--- src/rtl/sseg_scan_ctrl.sv ---
// Four-digit seven-segment scan controller: rotates the shared cathode bus across the
// anodes, with guard blanking, leading-zero suppression and frame-synchronous double buffering.
module sseg_scan_ctrl #(
  parameter int CLK_DIV  = 25000,
  parameter int GUARD    = 4,
  parameter int BLANK_LZ = 1
) (
  input  logic        clk,
  input  logic        rst,
  input  logic        wr_en,
  input  logic [15:0] wr_data,
  input  logic [3:0]  dp_in,
  output logic        pend,
  output logic        frame_done,
  output logic [3:0]  an,
  output logic [7:0]  segs
);

  localparam int CNT_W = (CLK_DIV > 1) ? $clog2(CLK_DIV) : 1;
  localparam logic [CNT_W-1:0] CNT_LAST = CNT_W'(CLK_DIV - 1);
  localparam logic [CNT_W-1:0] CNT_PRE  = CNT_W'(CLK_DIV - 2);
  localparam logic [CNT_W-1:0] CNT_GRD  = CNT_W'(GUARD);

  typedef enum logic [1:0] {DIG0, DIG1, DIG2, DIG3} digit_t;

  digit_t           r_idx, w_idx_nxt;
  logic [CNT_W-1:0] r_cnt, w_cnt_nxt;
  logic             w_wrap, w_swap;

  logic [15:0] r_disp, r_pend_data;
  logic [3:0]  r_disp_dp, r_pend_dp;
  logic        r_pend;

  logic [1:0]  w_sel;
  logic [15:0] w_upper;
  logic        w_blank, w_dp;
  logic [3:0]  w_an_nxt;
  logic [7:0]  w_segs_nxt;
  logic [3:0]  r_an;
  logic [7:0]  r_segs;
  logic        r_frame_done;

  function automatic logic [6:0] hex_pattern(input logic [3:0] n);
    case (n)
      4'h0: hex_pattern = 7'h40;
      4'h1: hex_pattern = 7'h79;
      4'h2: hex_pattern = 7'h24;
      4'h3: hex_pattern = 7'h30;
      4'h4: hex_pattern = 7'h19;
      4'h5: hex_pattern = 7'h12;
      4'h6: hex_pattern = 7'h02;
      4'h7: hex_pattern = 7'h78;
      4'h8: hex_pattern = 7'h00;
      4'h9: hex_pattern = 7'h10;
      4'hA: hex_pattern = 7'h08;
      4'hB: hex_pattern = 7'h03;
      4'hC: hex_pattern = 7'h46;
      4'hD: hex_pattern = 7'h21;
      4'hE: hex_pattern = 7'h06;
      default: hex_pattern = 7'h0E;
    endcase
  endfunction

  always_ff @(posedge clk) begin
    if (rst) begin
      r_cnt <= '0;
      r_idx <= DIG0;
    end else begin
      r_cnt <= w_cnt_nxt;
      r_idx <= w_idx_nxt;
    end
  end

  always_comb begin
    w_wrap    = (r_cnt == CNT_LAST);
    w_cnt_nxt = w_wrap ? '0 : r_cnt + 1'b1;
    w_idx_nxt = r_idx;
    if (w_wrap) begin
      case (r_idx)
        DIG0:    w_idx_nxt = DIG1;
        DIG1:    w_idx_nxt = DIG2;
        DIG2:    w_idx_nxt = DIG3;
        default: w_idx_nxt = DIG0;
      endcase
    end
    w_swap = w_wrap && (r_idx == DIG3);
  end

  // Pending/display double buffer; a write coincident with the swap stays pending.
  always_ff @(posedge clk) begin
    if (rst) begin
      r_pend_data <= '0;
      r_pend_dp   <= '0;
      r_pend      <= 1'b0;
      r_disp      <= '0;
      r_disp_dp   <= '0;
    end else begin
      if (wr_en) begin
        r_pend_data <= wr_data;
        r_pend_dp   <= dp_in;
        r_pend      <= 1'b1;
      end else if (w_swap) begin
        r_pend      <= 1'b0;
      end
      if (w_swap && r_pend) begin
        r_disp    <= r_pend_data;
        r_disp_dp <= r_pend_dp;
      end
    end
  end

  always_comb begin
    w_sel      = r_idx;
    w_upper    = r_disp >> {w_sel, 2'b00};
    w_dp       = r_disp_dp[w_sel];
    w_blank    = (BLANK_LZ != 0) && (w_sel != 2'd0) && (w_upper == 16'h0000);
    w_an_nxt   = 4'hF;
    w_segs_nxt = 8'hFF;
    if (r_cnt >= CNT_GRD) begin
      w_an_nxt   = ~(4'b0001 << w_sel);
      w_segs_nxt = {~w_dp, w_blank ? 7'h7F : hex_pattern(w_upper[3:0])};
    end
  end

  // Output stage: frame_done is registered one cycle early so it lands on the swap slot.
  always_ff @(posedge clk) begin
    if (rst) begin
      r_an         <= 4'hF;
      r_segs       <= 8'hFF;
      r_frame_done <= 1'b0;
    end else begin
      r_an         <= w_an_nxt;
      r_segs       <= w_segs_nxt;
      r_frame_done <= (r_idx == DIG3) && (r_cnt == CNT_PRE);
    end
  end

  assign an         = r_an;
  assign segs       = r_segs;
  assign frame_done = r_frame_done;
  assign pend       = r_pend;

endmodule
--- config.mk ---
export PLATFORM = sky130hd
export DESIGN_NAME = sseg_scan_ctrl
export DESIGN_NICKNAME = d
export VERILOG_FILES = /design/src/rtl/sseg_scan_ctrl.sv
export SDC_FILE = /design/constraint.sdc
export NUM_CORES = 1
export LEC_CHECK = 0
export ABC_AREA = 0
export CAP_MARGIN = 20
export CORE_ASPECT_RATIO = 1.75
export CORE_MARGIN = 2
export CORE_UTILIZATION = 45
export CTS_CLUSTER_SIZE = 40
export DETAILED_ROUTE_END_ITERATION = 10
export GPL_ROUTABILITY_DRIVEN = 0
export PLACE_DENSITY = 0.69
export SLEW_MARGIN = 25
export SYNTH_ARGS = -nofsm -noshare
export SYNTH_HDL_FRONTEND = slang
export SYNTH_SLANG_ARGS = --single-unit
--- constraint.sdc ---
create_clock -name clk -period 2.7 [get_ports clk]
set_input_delay 0.405 -clock clk [delete_from_list [all_inputs] [get_ports clk]]
set_output_delay 0.405 -clock clk [all_outputs]
set_load 0.02 [all_outputs]
==> run summary <==
CP Max Fanout: 7
path category of the worst min-delay check: reg2reg
Final setup viols: 0
share of cells above drive strength 1: 0.0904
RSZ-0062 raised after global routing: no
yosys warns: 0
PwrDens: 626 nW/um^2
clk_skew: 0.00513 ns
Synth Flop Type: dfxtp_1
most common cell after layout, fill and taps aside: dfxtp_1
Seq cells post-synth: 71
Post-Layout Cell Count: 436
Arr. time, crit path: 2.79 ns
Startpoint Class: flip-flop
Post-CTS Setup Inserts: 0
CTS Buf Count: 9
Worst slew margin: 0.617
area delta synth->final: 24.4%
# hold bufs at CTS: 0
Initial Utilization: 0.465
Diodes inserted: 0
Crit. End Element: flip-flop
Post-DP HPWL: 4.23 mm
core area: 6540 um^2
post-synthesis xor/xnor area fraction: 0.0374
Global Route met1 Usage: 0.208
simple-gate share of the synthesized area: 0.183
Initial DRC Count: 92
ys async rst share: 0
Root Driver: clkbuf_16
1st-pass router iterations: 4
VDD IR-drop max: 0.000584 V
Mapped Nets: 348
post-synthesis cell count: 313
Finished Cell Area: 3780 um^2
number of synthesized flops with an enable pin: 0
Fin Setup TNS: 0 ns
combinational family with the most area after synthesis: simple AND/OR/NAND/NOR gates
CTS tree: done
largest net degree at the start of global routing: 39
H-tree lvl count: 3
routed vias/inst: 5.26
Final min period: 2.57 ns
Clock transition at path regs: 0.05 ns
number of distinct library cells after synthesis: 35
met3 GRT Util: 0.0417
dpl cells: 421
IO Count: 37
grt ovf: 0
adder-cell share of the synthesized area: 0.0493
routed wire length: 5.79 mm
vias in the first global route: 2282
met2 Use GR: 0.282
DRC: 0
Post-DP Area: 3480 um^2
Die H: 113 um
initial antenna violation count: 0
GR Util All Layers: 0.177
layout net count: 385
Synth Area in Compound Gates: 0.0510
cell row count: 39
fin crit share: 0.950
busiest layer in global routing: met2
max_cap viols: 0
via count: 2292
Leak: 1.61 nW
worst skew pair latency: 0.33 ns
die area: 7460 um^2
number of port buffers: 36
CP Class: reg2reg
Fmax: 0.390 GHz
Hold Slack: 0.492 ns
Max Root-Sink Buffers: 2
worst endpoint required time: 2.92 ns
post-synthesis mux area share: 0.178
Clock Sink Count: 71
wire per inst: 13.3 um
Syn Area/Cell: 9.72 um^2
Slew @ Worst Pin: 0.574 ns
Hold Vio Cnt, Final: 0
outcome: completed
max-slew violation count: 0
chip width: 66.2 um
most frequent cells in the layout: dfxtp_1 (71), nor2_1 (67), mux2i_1 (43)
Post-Syn Area: 3040 um^2
post-route ant nets: 0
sequential area share after synthesis: 0.467
first-pass GRT wire length: 10.2 mm
## final cells by class
cell class	instances	area [um^2]
Tap cell	82	103
Fill cell	611	2750
Timing Repair Buffer	42	405
Clock buffer	11	253
Sequential cell	71	1420
Multi-Input combinational cell	216	1520
Inverter	10	37.5
Clock inverter	4	45.0
## registers in the layout, indices dropped and copies added (netlist names)
register / cells
r_disp: 16
r_pend_data: 16
r_cnt: 15
segs: 8
an: 4
r_disp_dp: 4
r_pend_dp: 4
r_idx: 2
frame_done: 1
pend: 1
## Yosys cell counts, types with 2 or more instances
| cell type | count | share of area |
|---|---|---|
| mux4_2 | 4 | 0.030 |
| a21oi_1 | 8 | 0.013 |
| ha_1 | 12 | 0.049 |
| nor4_1 | 3 | 0.0062 |
| nand2_1 | 19 | 0.023 |
| o211ai_1 | 4 | 0.0099 |
| nand3_1 | 6 | 0.0099 |
| or4b_2 | 2 | 0.0066 |
| buf_2 | 5 | 0.0082 |
| clkbuf_1 | 8 | 0.0099 |
| inv_1 | 10 | 0.012 |
| xor2_1 | 8 | 0.023 |
| and3_1 | 4 | 0.0082 |
| nand4_1 | 7 | 0.014 |
| or3_1 | 2 | 0.0041 |
| xnor2_1 | 5 | 0.014 |
| dfxtp_1 | 71 | 0.47 |
| buf_1 | 3 | 0.0037 |
| o221ai_1 | 3 | 0.0086 |
| o21ai_0 | 2 | 0.0033 |
| mux2_2 | 2 | 0.0074 |
| o41ai_1 | 2 | 0.0058 |
| nor3_1 | 2 | 0.0033 |
| nor2_1 | 67 | 0.083 |
| mux2i_1 | 43 | 0.14 |
| nand2b_1 | 2 | 0.0041 |
## metal layers
metal | routed length (um) | share of wire
met5 | 0 | 0
met4 | 212 | 0.037
met3 | 220 | 0.038
met2 | 2860 | 0.49
met1 | 2490 | 0.43
## path summary, 6_finish.rpt
check / from / endpoint / slack [ns] / cells past startpoint
worst min-delay path: r_pend_data[7] / r_disp[7] / 0.49 / 2
worst max register to register: r_idx[0] / segs[4] / 0.13 / 6
worst max-delay path: r_idx[0] / segs[4] / 0.13 / 6
worst min register to register: r_pend_data[7] / r_disp[7] / 0.49 / 2
## critical path: stages (launching register included)
cell	delay (ns)
dfxtp_1	0.39
mux4_2	0.59
inv_1	0.13
ha_2	0.24
or4b_2	0.60
o31a_1	0.39
o311ai_0	0.12
## metrics by stage
step                      utilization  setup slack, ns  power [mW]
after floorplan                     -           0.0943        1.17
after global placement          0.533            0.216        1.23
after detailed placement        0.533            0.104        1.23
after CTS                       0.578           0.0987        2.40
after global routing            0.579          0.00587        2.44
final                           0.579            0.135        2.37
## power by group
group / internal, mW / switching (mW) / leakage, nW
registers: 1.08 / 0.0186 / 0.578
logic: 0.0643 / 0.0512 / 0.882
clock network: 0.754 / 0.407 / 0.151
total: 1.89 / 0.476 / 1.61
## cells by family (layout without fill, tap and decap cells)
kind of cell             after synthesis  after routing
AO/OA/AOI/OAI                         23             23
XOR/XNOR                              13             13
adder cells (fa/ha/maj)               12             12
buffers and inverters                 26             67
flip-flops                            71             71
multiplexers                          49             49
AND/OR/NAND/NOR                      119            119
## timing repair
item	4_1_cts	5_1_grt
hold endpoints to repair	0	0
endpoints found under the setup margin	0	2
gates resized for setup	0	1
Note: power is estimated with default switching activity, not from simulation.
